File: src/rtl/mseq_pkg.sv
// Shared definitions for the multi-cycle microcode sequencer: state encoding,
// opcode constants and the strobe bundle produced by the decoder.
package mseq_pkg;

    typedef enum logic [2:0] {
        S_IF       = 3'd0,
        S_ID       = 3'd1,
        S_EX       = 3'd2,
        S_MEM      = 3'd3,
        S_WB       = 3'd4,
        S_BR_TAKEN = 3'd5,
        S_HALT     = 3'd6
    } mseq_state_t;

    localparam logic [6:0] OP_RTYPE  = 7'b0110011;
    localparam logic [6:0] OP_OPIMM  = 7'b0010011;
    localparam logic [6:0] OP_LOAD   = 7'b0000011;
    localparam logic [6:0] OP_STORE  = 7'b0100011;
    localparam logic [6:0] OP_BRANCH = 7'b1100011;
    localparam logic [6:0] OP_JAL    = 7'b1101111;
    localparam logic [6:0] OP_JALR   = 7'b1100111;
    localparam logic [6:0] OP_ECALL  = 7'b1110011;

    typedef struct packed {
        logic ir_from_mem_pc;
        logic a_from_rf_rs1;
        logic b_from_rf_rs2;
        logic aluout_from_pcp4;
        logic aluout_from_apb;
        logic rf_rd_from_aluout;
        logic pc_from_pcp4;
        logic aluout_from_apimm;
        logic mdr_from_mem_aluout;
        logic rf_rd_from_mdr;
        logic mem_aluout_from_b;
        logic pc_from_aluout;
        logic pc_from_pcpimm;
        logic pc_from_apimm;
    } mseq_strobes_t;

endpackage

File: src/rtl/mseq_next_state.sv
// Next-state function of the microcode sequencer (pure combinational).
import mseq_pkg::*;

module mseq_next_state (
    input  mseq_state_t state,
    input  logic [6:0]  opcode,
    input  logic        bcond,
    input  logic        halt_req,
    output mseq_state_t next_state
);

    // Successor state selection from current state and decoded opcode
    always_comb begin
        next_state = S_IF;
        case (state)
            S_IF: next_state = S_ID;
            S_ID: begin
                if ((opcode == OP_ECALL) && halt_req) begin
                    next_state = S_HALT;
                end else begin
                    next_state = S_EX;
                end
            end
            S_EX: begin
                case (opcode)
                    OP_RTYPE, OP_OPIMM: next_state = S_WB;
                    OP_LOAD, OP_STORE:  next_state = S_MEM;
                    OP_BRANCH: begin
                        if (bcond) begin
                            next_state = S_BR_TAKEN;
                        end else begin
                            next_state = S_IF;
                        end
                    end
                    default:            next_state = S_IF;
                endcase
            end
            S_MEM: begin
                if (opcode == OP_LOAD) begin
                    next_state = S_WB;
                end else begin
                    next_state = S_IF;
                end
            end
            S_WB:       next_state = S_IF;
            S_BR_TAKEN: next_state = S_IF;
            S_HALT:     next_state = S_HALT;
            default:    next_state = S_IF;
        endcase
    end

endmodule

File: src/rtl/microcode_sequencer.sv
// Multi-cycle control sequencer: state register plus Moore strobe decode.
// Optional retired-instruction counter enabled by defining MSEQ_INSTR_CNT_EN.
import mseq_pkg::*;

module microcode_sequencer (
    input  logic        clk,
    input  logic        reset_n,
    input  logic [6:0]  opcode,
    input  logic        bcond,
    input  logic        halt_req,
    output logic        to_IR_from_MEM_PC,
    output logic        to_A_from_RF_RS1,
    output logic        to_B_from_RF_RS2,
    output logic        to_ALUOut_from_PCp4,
    output logic        to_ALUOut_from_ApB,
    output logic        to_RF_rd_from_ALUOut,
    output logic        to_PC_from_PCp4,
    output logic        to_ALUOut_from_Apimm,
    output logic        to_MDR_from_MEM_ALUOut,
    output logic        to_RF_rd_from_MDR,
    output logic        to_MEM_ALUOut_from_B,
    output logic        to_PC_from_ALUOut,
    output logic        to_PC_from_PCpimm,
    output logic        to_PC_from_Apimm,
    output logic        is_halted,
`ifdef MSEQ_INSTR_CNT_EN
    output logic [31:0] instr_cnt,
`endif
    output logic [2:0]  state
);

    mseq_state_t   state_r;
    mseq_state_t   next_state_s;
    mseq_strobes_t stb_s;
    mseq_strobes_t stb_gated_s;

    mseq_next_state u_next_state (
        .state      (state_r),
        .opcode     (opcode),
        .bcond      (bcond),
        .halt_req   (halt_req),
        .next_state (next_state_s)
    );

    // State register; asynchronous reset aborts any instruction in flight
    always_ff @(posedge clk or negedge reset_n) begin
        if (!reset_n) begin
            state_r <= S_IF;
        end else begin
            state_r <= next_state_s;
        end
    end

    // Moore strobe decode from current state and opcode
    always_comb begin
        stb_s = '0;
        case (state_r)
            S_IF: stb_s.ir_from_mem_pc = 1'b1;
            S_ID: begin
                stb_s.a_from_rf_rs1    = 1'b1;
                stb_s.b_from_rf_rs2    = 1'b1;
                stb_s.aluout_from_pcp4 = 1'b1;
            end
            S_EX: begin
                case (opcode)
                    OP_RTYPE:                    stb_s.aluout_from_apb   = 1'b1;
                    OP_OPIMM, OP_LOAD, OP_STORE: stb_s.aluout_from_apimm = 1'b1;
                    OP_BRANCH:                   stb_s.pc_from_aluout    = 1'b1;
                    OP_JAL: begin
                        stb_s.rf_rd_from_aluout = 1'b1;
                        stb_s.pc_from_pcpimm    = 1'b1;
                    end
                    OP_JALR: begin
                        stb_s.rf_rd_from_aluout = 1'b1;
                        stb_s.pc_from_apimm     = 1'b1;
                    end
                    // ECALL without halt and unknown opcodes retire as a NOP
                    default:                     stb_s.pc_from_pcp4      = 1'b1;
                endcase
            end
            S_MEM: begin
                case (opcode)
                    OP_LOAD:  stb_s.mdr_from_mem_aluout = 1'b1;
                    OP_STORE: begin
                        stb_s.mem_aluout_from_b = 1'b1;
                        stb_s.pc_from_pcp4      = 1'b1;
                    end
                    default:  stb_s = '0;
                endcase
            end
            S_WB: begin
                case (opcode)
                    OP_LOAD: begin
                        stb_s.rf_rd_from_mdr = 1'b1;
                        stb_s.pc_from_pcp4   = 1'b1;
                    end
                    OP_RTYPE, OP_OPIMM: begin
                        stb_s.rf_rd_from_aluout = 1'b1;
                        stb_s.pc_from_pcp4      = 1'b1;
                    end
                    default: stb_s = '0;
                endcase
            end
            S_BR_TAKEN: stb_s.pc_from_pcpimm = 1'b1;
            S_HALT:     stb_s = '0;
            default:    stb_s = '0;
        endcase
    end

    // Strobes are forced low combinationally while reset is asserted
    always_comb begin
        if (reset_n) begin
            stb_gated_s = stb_s;
        end else begin
            stb_gated_s = '0;
        end
    end

    assign to_IR_from_MEM_PC      = stb_gated_s.ir_from_mem_pc;
    assign to_A_from_RF_RS1       = stb_gated_s.a_from_rf_rs1;
    assign to_B_from_RF_RS2       = stb_gated_s.b_from_rf_rs2;
    assign to_ALUOut_from_PCp4    = stb_gated_s.aluout_from_pcp4;
    assign to_ALUOut_from_ApB     = stb_gated_s.aluout_from_apb;
    assign to_RF_rd_from_ALUOut   = stb_gated_s.rf_rd_from_aluout;
    assign to_PC_from_PCp4        = stb_gated_s.pc_from_pcp4;
    assign to_ALUOut_from_Apimm   = stb_gated_s.aluout_from_apimm;
    assign to_MDR_from_MEM_ALUOut = stb_gated_s.mdr_from_mem_aluout;
    assign to_RF_rd_from_MDR      = stb_gated_s.rf_rd_from_mdr;
    assign to_MEM_ALUOut_from_B   = stb_gated_s.mem_aluout_from_b;
    assign to_PC_from_ALUOut      = stb_gated_s.pc_from_aluout;
    assign to_PC_from_PCpimm      = stb_gated_s.pc_from_pcpimm;
    assign to_PC_from_Apimm       = stb_gated_s.pc_from_apimm;
    assign is_halted              = reset_n && (state_r == S_HALT);
    assign state                  = state_r;

`ifdef MSEQ_INSTR_CNT_EN
    logic [31:0] instr_cnt_r;

    // Counts instructions retired (entries into IF); cleared and held on halt
    always_ff @(posedge clk or negedge reset_n) begin
        if (!reset_n) begin
            instr_cnt_r <= 32'd0;
        end else if ((state_r == S_HALT) || (next_state_s == S_HALT)) begin
            instr_cnt_r <= 32'd0;
        end else if (next_state_s == S_IF) begin
            instr_cnt_r <= instr_cnt_r + 32'd1;
        end else begin
            instr_cnt_r <= instr_cnt_r;
        end
    end

    assign instr_cnt = instr_cnt_r;
`endif

endmodule

File: config.mk
export PLATFORM = sky130hd
export DESIGN_NAME = microcode_sequencer
export DESIGN_NICKNAME = d
export VERILOG_FILES = /design/src/rtl/mseq_pkg.sv /design/src/rtl/mseq_next_state.sv /design/src/rtl/microcode_sequencer.sv
export SDC_FILE = /design/constraint.sdc
export NUM_CORES = 1
export LEC_CHECK = 0
export ABC_AREA = 1
export BUFFER_PORTS_ARGS = -buffer_cell sky130_fd_sc_hd__buf_2
export CORE_AREA = 2 2 39 41
export DETAILED_ROUTE_END_ITERATION = 10
export DIE_AREA = 0 0 41 43
export GPL_TIMING_DRIVEN = 0
export PLACE_DENSITY = 0.66
export SLEW_MARGIN = 15
export SYNTH_ARGS = -nofsm -noshare
export SYNTH_HDL_FRONTEND = slang
export SYNTH_SLANG_ARGS = --single-unit
File: constraint.sdc
create_clock -name clk -period 1.4 [get_ports clk]
set_clock_uncertainty 0.05 [all_clocks]
set_input_delay 0.07 -clock clk [delete_from_list [all_inputs] [get_ports clk]]
set_output_delay 0.07 -clock clk [all_outputs]
set_load 0.01 [all_outputs]
==> impl_metrics.ini <==
[run_status]
status = finished with violations
violations = negative setup slack

[drt]
antenna_left = 0
post_drt_wl_per_cell_um = 10.3
route.layer.met1.wl_um = 596
drtPass1Iterations = 5
first_iter_violations = 11
viasPerCell = 4.73
highest_layer = met3
vias = 658
totalWireLength_mm = 1.43
drc = 0
wl_met3_um = 65
wl_met2_um = 765

[worst_setup_path]
critPathKind = flip-flop to output port
path_max_fanout = 4
reg2reg_depth = 7
rrSetupSlack_ns = 0.11
crit_chain = inv_2, nor2_2, nand2_1, nor2_1, nand2_1, nand2_1, nor2_1, nor2_1, buf_2
crit_slowest_cell = dfrtp_1
slowest_delay_ns = 0.42
end_kind = output port
worstPathRequired_ns = 1.28
r2r-end = state[2]
worstPathArrival_ns = 1.41
reg2reg_from = state[0]
cp-start-kind = flip-flop

[timing]
fmax_mhz = 654
hold_ws_ns = 0.141
setup_violations = 12
slew_headroom_pct = 80.0
drv_slew = 0
worstMarginPinSlew_ns = 0.299
finalHoldViolations = 0
fin_setup_tns_ns = -0.572
min_period_over_period_pct = 109
postLayoutSetupSlackWorst_ns = -0.130
min_period_ns = 1.53
rsz0062_at_grt = yes

[yosys]
syn_area_um2 = 443
seq_area_frac_synth_pct = 16.9
netlist-cell-type-count = 16
syn_avg_cell_area_um2 = 5.27
yosys_warnings = 0
synth_cells = 84
synth_fp_nets = 95
yosys_register_bits = 3

[cts]
clockBufferDepth = 2
clk_latency_ns = 0.23
clkTransAtPathRegs_ns = 0.04
cts_max_level = 1
cts_inserted_buffers = 3
clock_sinks = 3
root_buffer = clkbuf_4
cts_tree = yes

[finish]
num-nets-final = 135
fill_cells = 148
ff_latch_area_um2 = 77.6
area_growth_pct = 64.7
multiInputGateArea_um2 = 324
diodes = 0
fin_cells = 139
largest_reg_flops = 3
layout-drive-gt1-share_pct = 47.2

[pwr]
peakVddDrop_v = 0.000726
p_per_area_mw_per_mm2 = 1210
total_power_w = 0.000880
p_leak_nw = 0.439

[placement]
gp_congestion = 0.818
hpwlAfterDp_mm = 1.02
dpl.cell_count = 128
dp_slack_ns = -0.00526
io_buffers = 28

[min_path]
hold_depth = 5
hold_start = bcond
worstHoldPathType = input pin to flip-flop
hold_end = state[0]

[floorplanning]
dieArea_mm2 = 0.00176
core_mm2 = 0.00138
ios = 29
std_cell_rows = 14
start_util_pct = 32.0
fp.dieW_um = 41
fp.dieH_um = 43

[global_routing]
grt_util_all_layers_pct = 17.8
grt_overflow_total = 0
grt_max_degree = 9
grt_pass1_wl_mm = 2.24
antenna_found_initial = 0
grt_pass1_vias = 605

[run]
drv_cap = 0
## cell usage in the layout, fill, tap and decap left out
cell	Yosys	routed
dfrtp_2	0	2
nor2_2	5	4
buf_2	0	27
nand2_1	21	21
nand3b_1	1	1
clkbuf_1	0	1
o211ai_1	1	1
nand2_2	2	2
buf_4	2	8
nor2_1	13	12
nand3_2	0	1
o21ai_0	2	2
inv_2	2	3
nand3_1	11	10
a21oi_1	3	3
buf_6	0	1
dfrtp_1	3	1
inv_1	13	12
nor3_2	1	4
clkinv_4	0	1
dlygate4sd3_1	0	1
nor2_4	0	2
clkbuf_4	0	3
## metrics by stage
stage / instance area (µm²) / utilization (%)
after floorplan: 443 / -
after detailed placement: 603 / 43.6
after global routing: 729 / 52.7
final: 729 / 52.7
after global placement: 603 / 43.6
after CTS: 706 / 51.0
## power by group
group	total, W	internal (W)	switching (W)
clock	0.000151	0.000107	0.0000443
combinational	0.000562	0.000263	0.000299
sequential	0.000167	0.000119	0.0000480
total	0.000880	0.000488	0.000391
## cell type report
type,count,share of cell area (%)
clock buffer,4,3.60
timing repair buffer,35,27.6
sequential,3,10.6
tap,16,2.74
buffer,2,2.06
inverter,16,8.92
multi-input combinational,63,44.4
## routing by layer
metal  global-route usage, %  vias to the layer above
li1                        -                      340
met1                    21.7                      299
met2                    30.6                       19
met3                    4.71                        0
met4                    2.00                        0
met5                       0                        -
## critical path: cells and delay by family (launching register included)
kind          cells  cell delay [ns]
buf+inv           2             0.22
flops             1             0.42
simple gates      7             0.55
## worst max-delay path by stage
stage / cells after the start / slack [ns] / from / end
finish: 9 / -0.13 / state[1] / to_PC_from_PCp4
floorplan: 5 / 0.09 / state[0] / to_A_from_RF_RS1
detailed placement: 6 / -0.005 / state[0] / to_B_from_RF_RS2
global placement: 6 / 0.009 / state[0] / to_B_from_RF_RS2
CTS: 9 / -0.09 / state[1] / to_PC_from_PCp4
global route: 9 / -0.21 / state[1] / to_PC_from_PCp4
## cells in the mapped netlist
| cell type | count | share of area [%] |
|---|---|---|
| nor3_1 | 3 | 3.4 |
| nand2_2 | 2 | 2.8 |
| buf_4 | 2 | 3.4 |
| nor2_2 | 5 | 7.1 |
| nand2_1 | 21 | 18 |
| nand3_1 | 11 | 12 |
| o211ai_1 | 1 | 1.7 |
| nand3b_1 | 1 | 1.7 |
| nor3_2 | 1 | 2.3 |
| inv_2 | 2 | 1.7 |
| o21ai_0 | 2 | 2.3 |
| inv_1 | 13 | 11 |
| nor2_1 | 13 | 11 |
| a21oi_1 | 3 | 3.4 |
| dfrtp_1 | 3 | 17 |
| clkinv_2 | 1 | 1.1 |
## cell families (layout without fill, tap and decap cells)
logic type	Yosys count	in the layout	share of synthesized area (%)
AOI/OAI and AO/OA	6	6	7.34
buffers and inverters	18	57	17.2
and+or+nand+nor	57	57	58.5
DFF	3	3	16.9
## what timing repair did
item,CTS,global route
resized for setup,8,4
setup buffers,5,1
hold endpoints to repair,3,0
hold buffers,1,0
setup endpoints to repair,10,13
pin swaps,3,4
(Power assumes the default switching activity.)
